--- config.mk ---
export PLATFORM = sky130hd
export DESIGN_NAME = acc_bank
export DESIGN_NICKNAME = d
export VERILOG_FILES = /design/src/rtl/acc_bank_pkg.sv /design/src/rtl/acc_lane_adder.sv /design/src/rtl/acc_bank.sv
export SDC_FILE = /design/constraint.sdc
export NUM_CORES = 1
export LEC_CHECK = 0
export CAP_MARGIN = 40
export CORE_MARGIN = 5
export CORE_UTILIZATION = 50
export CTS_BUF_LIST = sky130_fd_sc_hd__clkbuf_4 sky130_fd_sc_hd__clkbuf_8
export DETAILED_ROUTE_END_ITERATION = 8
export GPL_TIMING_DRIVEN = 0
export PLACE_DENSITY = 0.72
export SLEW_MARGIN = 20
export SYNTH_ARGS = -nofsm -noshare
export SYNTH_HDL_FRONTEND = slang
export SYNTH_SLANG_ARGS = --single-unit
--- constraint.sdc ---
create_clock -name clk -period 7.3 [get_ports clk]
set_input_delay 1.46 -clock clk [delete_from_list [all_inputs] [get_ports clk]]
set_output_delay 1.46 -clock clk [all_outputs]
set_load 0.05 [all_outputs]
--- src/rtl/acc_bank_pkg.sv ---
// Shared encodings and lane-geometry helpers for the accumulator bank.
// Lanes are built from four equal segments; these helpers say, for a given
// mode, which segment starts a lane, which one ends it, and which lane it is.
package acc_bank_pkg;

  typedef enum logic [1:0] {
    OpAcc   = 2'd0,
    OpLoad  = 2'd1,
    OpDrain = 2'd2,
    OpNop   = 2'd3
  } op_e;

  typedef enum logic [1:0] {
    Mode1x32 = 2'd0,
    Mode2x16 = 2'd1,
    Mode4x8  = 2'd2,
    ModeRsvd = 2'd3
  } mode_e;

  localparam int unsigned NumSeg = 4;

  // Segment index holding the sign bit of the lane that contains seg.
  function automatic logic [1:0] lane_top(input logic [1:0] mode, input logic [1:0] seg);
    logic [1:0] top;
    case (mode)
      Mode2x16: top = {seg[1], 1'b1};
      Mode4x8:  top = seg;
      default:  top = 2'd3;  // 1x32 and the reserved encoding
    endcase
    return top;
  endfunction

  // Lane number (flag bit) owning segment seg.
  function automatic logic [1:0] lane_idx(input logic [1:0] mode, input logic [1:0] seg);
    logic [1:0] idx;
    case (mode)
      Mode2x16: idx = {1'b0, seg[1]};
      Mode4x8:  idx = seg;
      default:  idx = 2'd0;
    endcase
    return idx;
  endfunction

  // True when seg is the least significant segment of its lane (carry-in killed).
  function automatic logic seg_is_lsb(input logic [1:0] mode, input logic [1:0] seg);
    logic lsb;
    case (mode)
      Mode2x16: lsb = ~seg[0];
      Mode4x8:  lsb = 1'b1;
      default:  lsb = (seg == 2'd0);
    endcase
    return lsb;
  endfunction

endpackage

--- src/rtl/acc_lane_adder.sv ---
// Lane-splittable adder: 1x32, 2x16 or 4x8 signed lanes with carry kill at
// lane boundaries and per-lane signed overflow detect.
// Build option: define ACC_SAT_EN to clamp overflowing lanes to their signed
// max/min; otherwise lanes wrap. Overflow flags are produced either way.
module acc_lane_adder
  import acc_bank_pkg::*;
#(
  parameter int unsigned MAC_MIN_WIDTH = 8,
  parameter int unsigned MAC_ACC_WIDTH = 4 * MAC_MIN_WIDTH
) (
  input  logic [MAC_ACC_WIDTH-1:0] a,
  input  logic [MAC_ACC_WIDTH-1:0] b,
  input  logic [1:0]               mode,
  output logic [MAC_ACC_WIDTH-1:0] sum,
  output logic [3:0]               ovf
);

  localparam int unsigned Sw = MAC_MIN_WIDTH;

  logic [MAC_ACC_WIDTH-1:0] raw;
  logic [Sw:0]              seg_sum;
  logic                     carry;
  logic                     seg_cin;

  // Segment-wise ripple; the carry between segments is dropped at lane starts.
  always_comb begin
    raw     = '0;
    seg_sum = '0;
    carry   = 1'b0;
    seg_cin = 1'b0;
    for (int s = 0; s < NumSeg; s++) begin
      seg_cin = seg_is_lsb(mode, 2'(s)) ? 1'b0 : carry;
      seg_sum = {1'b0, a[s*Sw +: Sw]} + {1'b0, b[s*Sw +: Sw]} + {{Sw{1'b0}}, seg_cin};
      raw[s*Sw +: Sw] = seg_sum[Sw-1:0];
      carry = seg_sum[Sw];
    end
  end

  // Signed overflow per lane: operands agree in sign, result does not.
  always_comb begin
    ovf = 4'b0;
    for (int s = 0; s < NumSeg; s++) begin
      if (lane_top(mode, 2'(s)) == 2'(s)) begin
        if ((a[s*Sw+Sw-1] == b[s*Sw+Sw-1]) && (raw[s*Sw+Sw-1] != a[s*Sw+Sw-1])) begin
          ovf[lane_idx(mode, 2'(s))] = 1'b1;
        end
      end
    end
  end

`ifdef ACC_SAT_EN
  logic [1:0] top;
  logic       neg;

  // Clamp: the operand sign of an overflowing lane selects max or min.
  always_comb begin
    sum = raw;
    top = 2'd0;
    neg = 1'b0;
    for (int s = 0; s < NumSeg; s++) begin
      top = lane_top(mode, 2'(s));
      neg = a[32'(top)*Sw+Sw-1];
      if (ovf[lane_idx(mode, 2'(s))]) begin
        sum[s*Sw +: Sw] = (top == 2'(s)) ? {neg, {(Sw-1){~neg}}} : {Sw{~neg}};
      end
    end
  end
`else
  // Wrapping lanes: the raw segmented sum is the result.
  always_comb begin
    sum = raw;
  end
`endif

endmodule

--- src/rtl/acc_bank.sv ---
// Multi-entry lane-splittable accumulator bank with valid/ready request and
// drain ports. One request stage feeds a read-modify-write on a register-array
// bank; DRAIN results sit in an output register until accepted downstream.
// Build option: ACC_SAT_EN (saturating lanes, see acc_lane_adder).
module acc_bank
  import acc_bank_pkg::*;
#(
  parameter int unsigned MAC_MIN_WIDTH = 8,
  parameter int unsigned MAC_ACC_WIDTH = 4 * MAC_MIN_WIDTH,
  parameter int unsigned NUM_ACC       = 4,
  parameter int unsigned ADDR_W        = $clog2(NUM_ACC)
) (
  input  logic                     clk,
  input  logic                     rst,
  input  logic                     in_valid,
  output logic                     in_ready,
  input  logic [1:0]               in_op,
  input  logic [1:0]               in_mode,
  input  logic [ADDR_W-1:0]        in_addr,
  input  logic [MAC_ACC_WIDTH-1:0] in_data,
  output logic                     out_valid,
  input  logic                     out_ready,
  output logic [ADDR_W-1:0]        out_addr,
  output logic [MAC_ACC_WIDTH-1:0] out_data,
  output logic [3:0]               out_ovf
);

  // Request stage
  logic                     st_valid_q;
  op_e                      st_op_q;
  logic [1:0]               st_mode_q;
  logic [ADDR_W-1:0]        st_addr_q;
  logic [MAC_ACC_WIDTH-1:0] st_data_q;

  // Bank state
  logic [MAC_ACC_WIDTH-1:0] bank_q  [NUM_ACC];
  logic [3:0]               flags_q [NUM_ACC];

  // Output register
  logic                     out_valid_q;
  logic [ADDR_W-1:0]        out_addr_q;
  logic [MAC_ACC_WIDTH-1:0] out_data_q;
  logic [3:0]               out_ovf_q;

  logic                     exec;
  logic                     accept;
  logic                     addr_ok;
  logic [MAC_ACC_WIDTH-1:0] rd_bank;
  logic [3:0]               rd_flags;
  logic [MAC_ACC_WIDTH-1:0] add_sum;
  logic [3:0]               add_ovf;

  // A staged DRAIN may only execute if the output register is free or leaving.
  always_comb begin
    exec     = st_valid_q && !(st_op_q == OpDrain && out_valid_q && !out_ready);
    in_ready = !st_valid_q || exec;
    accept   = in_valid && in_ready;
  end

  // Bank read for the staged address; out-of-range addresses read as zero.
  always_comb begin
    addr_ok  = (32'(st_addr_q) < NUM_ACC);
    rd_bank  = '0;
    rd_flags = 4'b0;
    if (addr_ok) begin
      rd_bank  = bank_q[st_addr_q];
      rd_flags = flags_q[st_addr_q];
    end
  end

  acc_lane_adder #(
    .MAC_MIN_WIDTH (MAC_MIN_WIDTH),
    .MAC_ACC_WIDTH (MAC_ACC_WIDTH)
  ) u_adder (
    .a    (rd_bank),
    .b    (st_data_q),
    .mode (st_mode_q),
    .sum  (add_sum),
    .ovf  (add_ovf)
  );

  // Stage register: load on handshake, empty once executed.
  always_ff @(posedge clk or posedge rst) begin
    if (rst) begin
      st_valid_q <= 1'b0;
      st_op_q    <= OpNop;
      st_mode_q  <= 2'd0;
      st_addr_q  <= '0;
      st_data_q  <= '0;
    end else if (accept) begin
      st_valid_q <= 1'b1;
      st_op_q    <= op_e'(in_op);
      st_mode_q  <= in_mode;
      st_addr_q  <= in_addr;
      st_data_q  <= in_data;
    end else if (exec) begin
      st_valid_q <= 1'b0;
    end
  end

  // Bank and sticky flag updates for the executing request.
  always_ff @(posedge clk or posedge rst) begin
    if (rst) begin
      for (int i = 0; i < NUM_ACC; i++) begin
        bank_q[i]  <= '0;
        flags_q[i] <= 4'b0;
      end
    end else if (exec && addr_ok) begin
      unique case (st_op_q)
        OpAcc: begin
          bank_q[st_addr_q]  <= add_sum;
          flags_q[st_addr_q] <= rd_flags | add_ovf;
        end
        OpLoad: begin
          bank_q[st_addr_q]  <= st_data_q;
          flags_q[st_addr_q] <= 4'b0;
        end
        OpDrain: begin
          bank_q[st_addr_q]  <= '0;
          flags_q[st_addr_q] <= 4'b0;
        end
        OpNop: ;
      endcase
    end
  end

  // Output register: a new DRAIN overwrites; otherwise clear on acceptance.
  always_ff @(posedge clk or posedge rst) begin
    if (rst) begin
      out_valid_q <= 1'b0;
      out_addr_q  <= '0;
      out_data_q  <= '0;
      out_ovf_q   <= 4'b0;
    end else if (exec && st_op_q == OpDrain) begin
      out_valid_q <= 1'b1;
      out_addr_q  <= st_addr_q;
      out_data_q  <= rd_bank;
      out_ovf_q   <= rd_flags;
    end else if (out_valid_q && out_ready) begin
      out_valid_q <= 1'b0;
    end
  end

  assign out_valid = out_valid_q;
  assign out_addr  = out_addr_q;
  assign out_data  = out_data_q;
  assign out_ovf   = out_ovf_q;

endmodule

Word-level counts from Yosys, hierarchy flattened
Index checks and enable logic that the tools add are counted.
{"block": "word_totals", "out_inout_bits": 40, "in_bits": 42, "reg_bits": 222}
{"block": "op_classes", "addsub": 7, "n_reduce_logical": 29, "bitwise": 9, "muxes": 52, "magnitude_cmp": 10, "eq_ne": 14}
{"cell": "$pmux W128 S3", "count": 1}
{"cell": "$bwmux W128", "count": 2}
{"cell": "$and A128 B128 Y128", "count": 1}
{"cell": "$not A128 Y128", "count": 1}
{"cell": "$mux W32", "count": 3}
{"cell": "$bmux W32 S2", "count": 1}
{"cell": "$demux W32 S2", "count": 1}
{"cell": "$mux W4", "count": 10}
{"cell": "$pmux W16 S2", "count": 1}
{"cell": "$add A8 B8 Y9", "count": 3}
{"cell": "$add A9 B1 Y9", "count": 2}
{"cell": "$and A16 B16 Y16", "count": 1}
{"cell": "$bwmux W16", "count": 1}
{"cell": "$mux W2", "count": 8}
{"cell": "$not A16 Y16", "count": 1}
{"cell": "$or A4 B4 Y4", "count": 4}
{"cell": "$logic_and A1 B1 Y1", "count": 15}
{"cell": "$mux W1", "count": 15}
{"cell": "$lt A2 B3 Y1 const B", "count": 4}
{"cell": "$pmux W2 S2", "count": 3}
{"cell": "$add A8 B1 Y8", "count": 1}
{"cell": "$add A8 B8 Y8", "count": 1}
{"cell": "$bmux W4 S2", "count": 1}
{"cell": "$demux W1 S2", "count": 4}
{"cell": "other kinds (16)", "count": 36}

Longest topological paths before layout
Gate-level depths: netlist of run 1.
{"block": "logic_depth", "word_depth": 26, "ltp_mapped": 38, "mapped_depth_nobuf": 35}

Modules after synthesis
Synthesis of run 1 repeated with hierarchy kept, for this count alone.
{"block": "unflattened", "cells_unflattened": 1247, "hier_area_um2": 12361.9}
{"mod": "acc_bank", "seq_area_each_um2": 5557.8, "area_each_um2": 11021.8, "cells_each": 1089, "instances": 1}
{"mod": "acc_lane_adder", "seq_area_each_um2": 0.0, "area_each_um2": 1340.0, "cells_each": 158, "instances": 1}

Worst setup path before layout of run 1
OpenSTA, ideal clock, no wires.
{"block": "synth_timing", "path_type": "flip-flop to flip-flop", "startpoint": "register st_addr_q[1]", "endpoint": "register bank_q[62] (netlist name)", "setup_slack_ns": -0.539, "stages_incl_launch_ff": 39, "n_path_buf": 3, "arrival_time_ns": 7.713, "setup_ns": 0.126, "path_cell_list": "dfrtp_1 -> buf_2 -> buf_2 -> clkbuf_1 -> mux4_2 -> ha_1 -> inv_1 -> fa_1 -> nor2b_1 -> o21a_1 -> o21ai_0 -> a21oi_1 -> o21a_1 -> o21ai_0 -> fa_1 -> fa_1 -> nor2b_1 -> o21a_1 -> (+3 left out) -> o21ai_0 -> fa_1 -> fa_1 -> nor2b_1 -> o21a_1 -> o21a_1 -> o31a_1 -> o21ai_0 -> a21oi_1 -> fa_1 -> inv_1 -> fa_1 -> nor2b_1 -> o21a_1 -> o21ai_0 -> a311oi_1 -> nor2_1 -> a221o_1"}
{"block": "synth_between", "elab_chain_len": 13, "elab_cells_between_ends": 24}
{"element": "start, declared", "line_no": "acc_bank.sv:32", "text": "logic [ADDR_W-1:0] st_addr_q;"}
{"element": "start signal, assigned", "line_no": "acc_bank.sv:94", "text": "st_addr_q <= in_addr;"}
{"element": "$not A2 Y3 (not written as such)", "line_no": "acc_bank.sv:66", "text": "rd_bank = bank_q[st_addr_q];"}
{"element": "$bmux W32 S2", "line_no": "acc_bank.sv:66"}
{"element": "$mux W32 (not written as such) (2 in series)", "line_no": "acc_bank.sv:66"}
{"element": "via rd_bank[0]", "line_no": "acc_bank.sv:48", "text": "logic [MAC_ACC_WIDTH-1:0] rd_bank;"}
{"element": "$add A8 B8 Y9", "line_no": "acc_lane_adder.sv:33", "text": "seg_sum = {1'b0, a[s*Sw +: Sw]} + {1'b0, b[s*Sw +: Sw]} + {{Sw{1'b0}}, seg_cin};"}
{"element": "$mux W1", "line_no": "acc_lane_adder.sv:32", "text": "seg_cin = seg_is_lsb(mode, 2'(s)) ? 1'b0 : carry;"}
{"element": "$add A9 B1 Y9", "line_no": "acc_lane_adder.sv:33"}
{"element": "$mux W1", "line_no": "acc_lane_adder.sv:32"}
{"element": "$add A9 B1 Y9", "line_no": "acc_lane_adder.sv:33"}
{"element": "$mux W1", "line_no": "acc_lane_adder.sv:32"}
{"element": "$add A8 B1 Y8", "line_no": "acc_lane_adder.sv:33"}
{"element": "$bwmux W128", "line_no": "acc_bank.sv:111", "text": "bank_q[st_addr_q] <= add_sum;"}
{"element": "$pmux W128 S3", "line_no": "acc_bank.sv:109", "text": "unique case (st_op_q)"}
{"element": "end signal, assigned by index", "line_no": "acc_bank.sv:111"}
{"element": "end signal, assigned by index", "line_no": "acc_bank.sv:115", "text": "bank_q[st_addr_q] <= st_data_q;"}
{"element": "end, declared", "line_no": "acc_bank.sv:36", "text": "logic [MAC_ACC_WIDTH-1:0] bank_q [NUM_ACC];"}
The timed path passes the listed nets, and every way through them passes these cells. The select of a mux whose other input is x is not followed.
A chain may end at the register's enable or synchronous reset.

Worst setup path after layout of run 1
{"block": "layout_timing", "startpoint": "register st_addr_q[0]", "endpoint": "register bank_q[62] (netlist name)"}
Same word-level chain as after synthesis.

==> results of run 1 <==
-- metal layers --
metal  part of all wire  wire length (µm)  up-vias
li1                   -                 -     4741
met1               0.39             16400     5442
met2               0.44             18700      763
met3               0.12              5030      154
met4              0.046              1920        2
met5            0.00031                13        -
-- area by class of cell --
type | count | share of cell area
multi-input cells | 854 | 0.429
flip-flops and latches | 222 | 0.366
repair buffers | 134 | 0.0875
clock buffers | 64 | 0.0538
plain buffers | 81 | 0.0272
well taps | 324 | 0.0267
inverters | 27 | 0.00691
clock inverters | 4 | 0.00313
-- synthesized netlist by cell type (all sizes together) (13+ instances only) --
master and n:
o21a 31, xnor2 13, ha 34, nand2 69
nor2 107, clkbuf 59, buf 24, o21ai 136
a221o 32, a31oi 28, mux2 80, nand3 23
nor3 20, dfrtp 220, inv 27, a21oi 109
mux4 36, a2bb2oi 13
-- kinds of logic (layout without fill, tap and decap cells) --
| kind of cell | after synthesis | after routing | share of synthesized area |
|---|---|---|---|
| AO/OA/AOI/OAI | 402 | 402 | 0.205 |
| flip-flops | 222 | 222 | 0.455 |
| buffers and inverters | 110 | 310 | 0.0364 |
| AND/OR/NAND/NOR | 275 | 275 | 0.102 |
| XOR/XNOR | 16 | 16 | 0.0115 |
| adder cells (fa/ha/maj) | 41 | 41 | 0.0463 |
| multiplexers | 120 | 120 | 0.143 |
-- stage by stage --
step / hold WS (ns) / instances / TNS (ns) / total power [W] / area [µm²]
after floorplan: 0.450 / 1186 / 0 / 0.00381 / 12300
after global placement: 0.463 / 1591 / -93.06 / 0.00455 / 13500
after detailed placement: 0.477 / 1600 / -95.88 / 0.00465 / 13700
after CTS: 0.489 / 1701 / -15.11 / 0.00615 / 15000
after global routing: 0.501 / 1710 / -21.31 / 0.00661 / 15200
final: 0.486 / 1710 / -14.17 / 0.00632 / 15200
-- path summary, 6_finish.rpt --
path	from	endpoint	slack, ns	depth (start not counted)
worst max-delay path	st_addr_q[0]$_DFFE_PP0P_	bank_q[62]$_DFFE_PP0P_	-0.62	38
worst min-delay path	bank_q[52]$_DFFE_PP0P_	bank_q[52]$_DFFE_PP0P_	0.49	1
worst max register to register	st_addr_q[0]$_DFFE_PP0P_	bank_q[62]$_DFFE_PP0P_	-0.62	38
worst min register to register	bank_q[52]$_DFFE_PP0P_	bank_q[52]$_DFFE_PP0P_	0.49	1
max in group asynchronous	rst	out_data[20]$_DFFE_PP0P_	4.97	5
min in group asynchronous	rst	out_addr[1]$_DFFE_PP0P_	1.30	2
-- state kept, by name (all words and copies together) (netlist names) --
name	cells
st_valid_q	1
out_ovf	4
st_op_q	2
out_addr	2
out_data	32
bank_q	128
st_addr_q	2
st_data_q	32
out_valid	1
flags_q	16
st_mode_q	2
-- power breakdown --
group / total, W / switching [W] / internal, W
registers: 0.00194 / 0.000271 / 0.00167
clock network: 0.00126 / 0.000524 / 0.000741
logic: 0.00312 / 0.00179 / 0.00133
-- repair_timing --
action	in CTS	in global routing
hold buffers	0	0
setup buffers	35	10
pin swaps	38	24
gates resized for setup	65	26
endpoints found under the setup margin	68	48
==> run metrics, run 1 <==
status=finished, violations left; violated checks=negative setup slack; pwr dens=416 nW/µm²; first-pass GRT wire length=approximately 64000 µm; via count=approximately 11000; GRT Total Usage=0.295; final net count=approximately 1400; fmax=~130 MHz; HPWL Detailed=28700 µm; vias per std cell=approximately 6.5; Lkg Pwr=around 6.5 nW; final worst path period share=1.08; required time of the critical path=7.72 ns; top_reg_cell synth=dfrtp_1; worst path arrival time=around 8.3 ns; commonest non-fill, non-tap cell in the layout=dfrtp_1; final hold viol count=0; warnings from Yosys=0; family with the most delay on the worst path=compound AO/OA/AOI/OAI gates; multi-input logic area=roughly 6500 µm²; Rows=57; Slowest-stage cell, CP=dfrtp_2; clock transition at the registers of the reported paths=~0.06 ns; sequential cell area fraction in the yosys report=0.455; CTS sink count=approximately 220; Seq. cell area=5560 µm²; CTS max path bufs=3; global placement routability congestion=between 0.9 and 1; Die X=around 170 µm; Crit path buffers/inverters=5; max_slew headroom=0.409; synth unique cells=60; vias in the first global route=roughly 11000; initial drt markers=approximately 1400; Antenna Cells=0; H-tree Lvls=2; type of origin of the critical path=register; max-cap violations=0; most frequent cells in the layout=218 x dfrtp_1, 118 x o21ai_0, 105 x nor2_1; number of iterations in the first detailed-routing pass=6; GR peak layer=met2; initial antenna violation count=1; worst skew pair latency=around 0.54 ns; final core occ=0.629; Global Route met1 Usage=0.404; Die H=between 150 and 200 µm; setup violators final=42; largest fanout on the critical path=5; WL per Instance=about 25 µm; CTS Buf Count=39; syn_nets=between 1000 and 1500; post-synth top area share=0.451; pre-CTS setup slack=-2.31 ns; Crit Path Category=reg -> reg; fraction of layout cells with a size suffix above 1=0.237; clock root buffer=clkbuf_8; crit-path most repeated cell=fa_2; mapped cell area=roughly 12000 µm²; filler cell count=roughly 1900; syn_area_per_cell=just over 10 µm²; Hold Path Class=reg -> reg; number of synthesized flops with an enable pin=0; Synth-to-Final Area Change=24.5%; leading area contributor after synthesis=dfrtp_1; Worst Setup End Kind=register; Ports=82; met3 Use GR=0.0821; Gate Count Post-Synth=around 1200; routing usage on met2=0.440; DRC=0; core area=roughly 24000 µm²; post-route minimum period=7.92 ns; Routed WL=between 40000 and 50000 µm; Yosys reg bits=~220; Routed Antenna Nets=0; post-synthesis async set-or-reset flop share=1.00; Die Area=roughly 28000 µm²; grt ovf=0; Starting Density=0.505; Worst Slack Setup Final=-0.620 ns; slew of the pin with the lowest slew margin=0.881 ns; port bufs=just over 80; CTS tree=built; worst vdd ir=between 0.2 and 0.25 mV; Critical Path Max Stage Delay=about 0.44 ns; RSZ-0062 raised after global routing=yes; clk_skew=~0.014 ns; fin. max-slew vios=0; largest net degree at the start of global routing=35; Synth area leaders=dfrtp_1 45%, mux2_2 7.4%, mux4_2 6.6%, o21ai_0 5.2%, a21oi_1 4.5%
Note: power is estimated with default switching activity, not from simulation.
==> run 2, diff against run 1 <==
--- a/config.mk
+++ b/config.mk
@@ -5,13 +5,13 @@
 export SDC_FILE = /design/constraint.sdc
 export NUM_CORES = 1
 export LEC_CHECK = 0
-export CAP_MARGIN = 40
+export CAP_MARGIN = 20
 export CORE_MARGIN = 5
-export CORE_UTILIZATION = 50
+export CORE_UTILIZATION = 40
 export CTS_BUF_LIST = sky130_fd_sc_hd__clkbuf_4 sky130_fd_sc_hd__clkbuf_8
 export DETAILED_ROUTE_END_ITERATION = 8
 export GPL_TIMING_DRIVEN = 0
-export PLACE_DENSITY = 0.72
+export HOLD_SLACK_MARGIN = 0.06
 export SLEW_MARGIN = 20
 export SYNTH_ARGS = -nofsm -noshare
 export SYNTH_HDL_FRONTEND = slang
==> run 2 against run 1 <==
Net effect:
- the run still ends with negative setup slack left
- wire length grew 3.4%
- sequential power is essentially flat
- sequential share of layout area is essentially flat
- final cell count grew 4.0%
- clock power is essentially flat
- cell area is essentially flat
- worst hold slack gained 0.0035 ns
- flip-flop and latch count is the same
- clock skew grew 0.014 ns
- critical path type unchanged
- largest cell class unchanged
==> run metrics, run 2 (synthesis results as in run 1) <==
worst r2r path cells=38 (unchanged); setup violators final=44 (+4.8%); CTS max path bufs=3 (unchanged); Routed Antenna Nets=0 (unchanged); Routed WL=43400 µm (+3.4%); vias per std cell=6.08 (-6.3%); RSZ-0062 raised after global routing=yes; post-route minimum period=8.06 ns (+0.137 ns); final net count=1438 (-0.28%); Synth-to-Final Area Change=24.6% (about the same); Hold WS=0.490 ns (+0.00348 ns); Worst Slack Setup Final=-0.757 ns (-0.137 ns); largest fanout on the critical path=4 (-1); core area=30300 µm² (+26%); required time of the critical path=7.72 ns (about the same); via count=10800 (-2.6%); CTS tree=built; dpl cells=1670 (+4.4%); clk_skew=0.0280 ns (+0.0142 ns); initial drt markers=1121 (-19%); HPWL Detailed=30100 µm (+4.9%); flip-flop count of the largest register after layout=128 (unchanged); grt ovf=0 (unchanged); Non-Filler Instances=1778 (+4.0%); hold path depth=1 (unchanged); final hold viol count=0 (unchanged); CTS Buf Count=40 (+2.6%); vias in the first global route=10800 (-1.7%); Critical Path Max Stage Delay=0.46 ns (+0.02 ns); Most flops, register=bank_q; commonest non-fill, non-tap cell in the layout=dfrtp_1; max_slew headroom=0.350 (-0.0592); Starting Density=0.402 (-0.103); Hold Path Class=reg -> reg; slew of the pin with the lowest slew margin=0.972 ns (+0.0901 ns); R2R Setup Slk=-0.76 ns (-0.14 ns); port bufs=81 (unchanged); GRT Total Usage=0.252 (-0.0432); CTS sink count=222 (unchanged); global placement routability congestion=0.913 (-4.7%); Hold-fix buffers, CTS=0 (unchanged); type of origin of the critical path=register; largest net degree at the start of global routing=35 (unchanged); WL per Instance=24.4 µm (-0.51%); max-cap violations=0 (unchanged); H-tree Lvls=2 (unchanged); Worst Setup End Kind=register; clock root buffer=clkbuf_8; Die Area=34100 µm² (+23%); Seq. cell area=5560 µm² (about the same); total power=0.00628 W (-0.65%); multi-input logic area=6480 µm² (-0.75%); Die X=185 µm (+11%); fmax=124 MHz (-1.7%); status=finished, violations left; violated checks=negative setup slack; Min-Delay Startpoint=bank_q[52]$_DFFE_PP0P_; final worst path period share=1.10 (+0.0188); initial antenna violation count=0 (-1); DRC=0 (unchanged); Antenna Cells=0 (unchanged); Rows=64 (+12%); most frequent cells in the layout=219 x dfrtp_1, 116 x o21ai_0, 107 x nor2_1; fin. max-slew vios=0 (unchanged); Lkg Pwr=6.46 nW (-0.31%); filler cell count=2786 (+45%); number of iterations in the first detailed-routing pass=5 (-1); Crit Path Category=reg -> reg; Ports=82 (unchanged); fraction of layout cells with a size suffix above 1=0.224 (-0.0123); first-pass GRT wire length=65400 µm (+2.1%); clock transition at the registers of the reported paths=0.05 ns (about the same); Die H=185 µm (+11%); hold path endpoint=bank_q[52]$_DFFE_PP0P_; Slowest-stage cell, CP=fa_2; reg2reg start=st_addr_q[0]$_DFFE_PP0P_; worst path arrival time=8.48 ns (+0.14 ns); pwr dens=413 nW/µm² (-0.71%); crit-path most repeated cell=fa_2; R2R Path End=bank_q[94]$_DFFE_PP0P_; worst skew pair latency=0.55 ns (about the same); worst vdd ir=0.133 mV (-39%)
## run 2: cell types whose count changed in the layout (fill, tap and decap cells not counted), sizes merged
cell / before / now
clkinv: 2 / 3
buf: 75 / 70
clkbuf: 123 / 124
clkinvlp: 2 / 1
## run 2: worst max-delay path, delay by kind of cell (launching register included)
kind / cells / cell delay, ns
compound gates: 19 / 3.25
fa+ha+maj: 8 / 2.76
buf+inv: 5 / 0.53
flops: 1 / 0.44
mux: 1 / 0.37
simple gates: 5 / 0.55
## run 2: per-layer routing
metal  track usage  wire [µm]
met3        0.0539       4060
met5             0          0
met4         0.103       1690
met2         0.383      19300
met1         0.353      18400
## run 2: per-stage QoR
stage | TNS (ns) | worst slack (ns) | utilization | instance area [µm²]
floorplan | 0 | 0.0273 | - | 12300
global placement | -112.31 | -2.53 | 0.447 | 13600
detailed placement | -113.02 | -2.60 | 0.452 | 13700
CTS | -18.28 | -0.719 | 0.497 | 15100
global route | -31.09 | -0.967 | 0.501 | 15200
finish | -22.21 | -0.757 | 0.501 | 15200
## run 2: cell type report
cell class                 instances  share of cell area
clock buffer                      65              0.0543
multi-input combinational        854               0.426
timing repair buffer             129              0.0848
tap                              396              0.0326
buffer                            81              0.0274
clock inverter                     4             0.00296
sequential                       222               0.365
inverter                          27             0.00691
## run 2: worst max-delay path by stage
stage                             start                      to  slack [ns]  cells past startpoint
4_1_cts        st_addr_q[1]$_DFFE_PP0P_  bank_q[94]$_DFFE_PP0P_       -0.72                     39
3_5_place_dp   st_addr_q[1]$_DFFE_PP0P_  bank_q[94]$_DFFE_PP0P_       -2.60                     38
3_3_place_gp   st_addr_q[1]$_DFFE_PP0P_  bank_q[94]$_DFFE_PP0P_       -2.53                     38
2_1_floorplan  st_addr_q[0]$_DFFE_PP0P_  bank_q[62]$_DFFE_PP0P_        0.03                     38
6_report       st_addr_q[0]$_DFFE_PP0P_  bank_q[94]$_DFFE_PP0P_       -0.76                     38
5_1_grt        st_addr_q[0]$_DFFE_PP0P_  bank_q[94]$_DFFE_PP0P_       -0.97                     38
## run 2: repair_timing
item / CTS / global route
resized for setup: 61 / 17
pin swaps: 29 / 29
setup buffers: 32 / 8
hold endpoints to repair: 0 / 0
endpoints found under the setup margin: 68 / 47
## run 2: power by group
| part | switching [W] | internal, W | total, W |
|---|---|---|---|
| clock | 0.000536 | 0.000747 | 0.00128 |
| combinational | 0.00177 | 0.00130 | 0.00306 |
| sequential | 0.000266 | 0.00167 | 0.00194 |
| total | 0.00257 | 0.00371 | 0.00628 |
==> run 3, diff against run 2 <==
--- a/config.mk
+++ b/config.mk
@@ -7,11 +7,12 @@
 export LEC_CHECK = 0
 export CAP_MARGIN = 20
 export CORE_MARGIN = 5
-export CORE_UTILIZATION = 40
+export CORE_UTILIZATION = 49
 export CTS_BUF_LIST = sky130_fd_sc_hd__clkbuf_4 sky130_fd_sc_hd__clkbuf_8
 export DETAILED_ROUTE_END_ITERATION = 8
 export GPL_TIMING_DRIVEN = 0
 export HOLD_SLACK_MARGIN = 0.06
+export PLACE_DENSITY = 0.71
 export SLEW_MARGIN = 20
 export SYNTH_ARGS = -nofsm -noshare
 export SYNTH_HDL_FRONTEND = slang
==> run 3 against run 2 <==
Net effect:
- clock skew decreased by 0.0068 ns
- sequential share of layout area about the same
- global-route usage increased by 4.2 points
- worst hold slack got worse by 0.0025 ns
- flip-flop and latch count unchanged
- first-iteration DRC count decreased by 4.5%
- non-clock buffer count increased by 14
- cell area about the same
- power about the same
- critical path depth increased by 1
- critical endpoint is now bank_q[62]$_DFFE_PP0P_
- the run still ends with negative setup slack left
- final cell count decreased by 3.3%
- via count increased by 1.8%
==> run metrics, run 3 (synthesis results as in run 1) <==
hold path depth=1 (unchanged); largest net degree at the start of global routing=35 (unchanged); final net count=1451 (+0.90%); vias per std cell=6.41 (+5.3%); worst r2r path cells=39 (+2.6%); Starting Density=0.499 (+0.0969); global placement routability congestion=0.963 (+5.4%); RSZ-0062 raised after global routing=yes; Seq. cell area=5560 µm² (unchanged); port bufs=81 (unchanged); status=finished, violations left; CTS sink count=222 (unchanged); Die Area=28200 µm² (-17%); Critical Path Max Stage Delay=0.53 ns (+0.07 ns); clock power share=0.188 (-0.016); max_slew headroom=0.280 (-0.0696); switching share of total power=0.414 (+0.00510); post-route minimum period=8.11 ns (+0.0490 ns); slew of the pin with the lowest slew margin=1.08 ns (+0.108 ns); worst path arrival time=8.55 ns (+0.07 ns); Worst Slack Setup Final=-0.806 ns (-0.0490 ns); number of iterations in the first detailed-routing pass=5 (unchanged); clock root buffer=clkbuf_8; final core occ=0.622 (+0.121); area post-placement=13600 µm² (-0.60%); violated checks=negative setup slack; P_sw=0.00260 W (+1.2%); Lkg Pwr=6.49 nW (+0.49%); final worst path period share=1.11 (+0.00671); Flop pwr share=0.309 (about the same); Die X=168 µm (-9.1%); clock transition at the registers of the reported paths=0.07 ns (+0.02 ns); Hold Path Class=reg -> reg; Hold-fix buffers, CTS=0 (unchanged); fin. max-slew vios=0 (unchanged); core area=24500 µm² (-19%); Hold WS=0.487 ns (-0.00249 ns); type of origin of the critical path=register; flip-flop count of the largest register after layout=128 (unchanged); first-pass GRT wire length=64800 µm (-0.93%); Synth-to-Final Area Change=24.6% (about the same); crit-path most repeated cell=fa_2; worst skew pair latency=0.56 ns (about the same); Antenna Cells=0 (unchanged); H-tree Lvls=2 (unchanged); initial antenna violation count=0 (unchanged); Most flops, register=bank_q; clk_skew=0.0212 ns (-0.00680 ns); combinational share of power=0.503 (+0.015); pwr dens=413 nW/µm² (about the same); commonest non-fill, non-tap cell in the layout=dfrtp_1; Rows=57 (-11%); CTS max path bufs=3 (unchanged); vias in the first global route=11100 (+3.6%); GRT Total Usage=0.294 (+0.0421); Routed WL=42200 µm (-2.9%); filler cell count=2008 (-28%); internal power=0.00368 W (-0.87%); worst vdd ir=0.208 mV (+57%); Slowest-stage cell, CP=mux4_2; HPWL Detailed=28500 µm (-5.1%); most frequent cells in the layout=219 x dfrtp_1, 113 x o21ai_0, 106 x nor2_1; Routed Antenna Nets=0 (unchanged); via count=11000 (+1.8%); CTS Buf Count=39 (-2.5%); Ports=82 (unchanged); largest fanout on the critical path=5 (+1); initial drt markers=1071 (-4.5%); Finished Cell Area=15200 µm² (about the same); setup violators final=44 (unchanged); required time of the critical path=7.74 ns (+0.02 ns); max-cap violations=0 (unchanged); fraction of layout cells with a size suffix above 1=0.234 (+0.00938); setup TNS=-25.46 ns (-3.25 ns); WL per Instance=24.5 µm (+0.42%); fmax=123 MHz (-0.60%); Crit Path Category=reg -> reg; DRC=0 (unchanged); grt ovf=0 (unchanged); CTS tree=built; multi-input logic area=6540 µm² (+0.89%); Die H=168 µm (-9.1%); final hold viol count=0 (unchanged); Worst Setup End Kind=register
[run 3: cell types whose count changed in the layout (fill, tap and decap cells not counted), moves of 2 or more]
| cell | delta |
|---|---|
| a311oi_2 | -2 |
| a2bb2oi_1 | +3 |
| o21ai_0 | -3 |
| buf_4 | +12 |
| o21ai_2 | +6 |
| a311oi_4 | +2 |
| a21oi_1 | -2 |
| a2bb2oi_2 | -3 |
| clkbuf_4 | +3 |
| clkbuf_8 | -8 |
| clkinvlp_4 | +3 |
| a21oi_2 | +2 |
| o21ai_1 | -2 |
[run 3: critical path: cells and delay by family, from the launching register on]
kind | cells | cell delay (ns)
AND/OR/NAND/NOR | 5 | 0.27
buffers and inverters | 6 | 0.65
flip-flops | 1 | 0.44
adder cells (fa/ha/maj) | 8 | 2.05
multiplexers | 1 | 0.53
AO/OA/AOI/OAI | 19 | 4.04
[run 3: final cells by class]
cell class,count,area share
plain buffers,81,0.0275
clock buffers,60,0.0485
clock inverters,8,0.00337
inverters,27,0.00690
multi-input cells,854,0.429
flip-flops and latches,222,0.365
well taps,324,0.0266
repair buffers,143,0.0926
[run 3: power groups by stage]
stage / clock network [W] / registers, W / logic [W]
after global routing: 0.00124 / 0.00199 / 0.00336
after global placement: 0 / 0.00193 / 0.00263
after floorplan: 0 / 0.00217 / 0.00165
after CTS: 0.00119 / 0.00193 / 0.00296
after detailed placement: 0 / 0.00194 / 0.00269
final: 0.00118 / 0.00194 / 0.00316
[run 3: routing by layer]
| metal | track usage | wire (µm) |
|---|---|---|
| met2 | 0.441 | 18400 |
| met5 | 0 | 0 |
| met3 | 0.0680 | 4410 |
| met1 | 0.404 | 17100 |
| met4 | 0.146 | 2230 |
[run 3: worst paths after layout]
check	from	end	slack (ns)
worst max-delay path	st_addr_q[0]$_DFFE_PP0P_	bank_q[62]$_DFFE_PP0P_	-0.81
worst min-delay path	bank_q[20]$_DFFE_PP0P_	bank_q[20]$_DFFE_PP0P_	0.49
worst max register to register	st_addr_q[0]$_DFFE_PP0P_	bank_q[62]$_DFFE_PP0P_	-0.81
worst min register to register	bank_q[20]$_DFFE_PP0P_	bank_q[20]$_DFFE_PP0P_	0.49
max in group asynchronous	rst	bank_q[80]$_DFFE_PP0P_	4.93
min in group asynchronous	rst	st_data_q[7]$_DFFE_PP0P_	1.35
[run 3: timing repair]
action / CTS / global route
resized for setup: 69 / 27
buffers inserted: 39 / 18
endpoints found under the setup margin: 68 / 48
pin swaps: 31 / 35
[run 3: through the flow]
step	total power, W	cells	worst slack, ns
floorplan	0.00381	1186	0.0273
global placement	0.00456	1591	-2.32
detailed placement	0.00463	1598	-2.40
CTS	0.00607	1705	-0.609
global route	0.00660	1719	-0.983
finish	0.00628	1719	-0.806
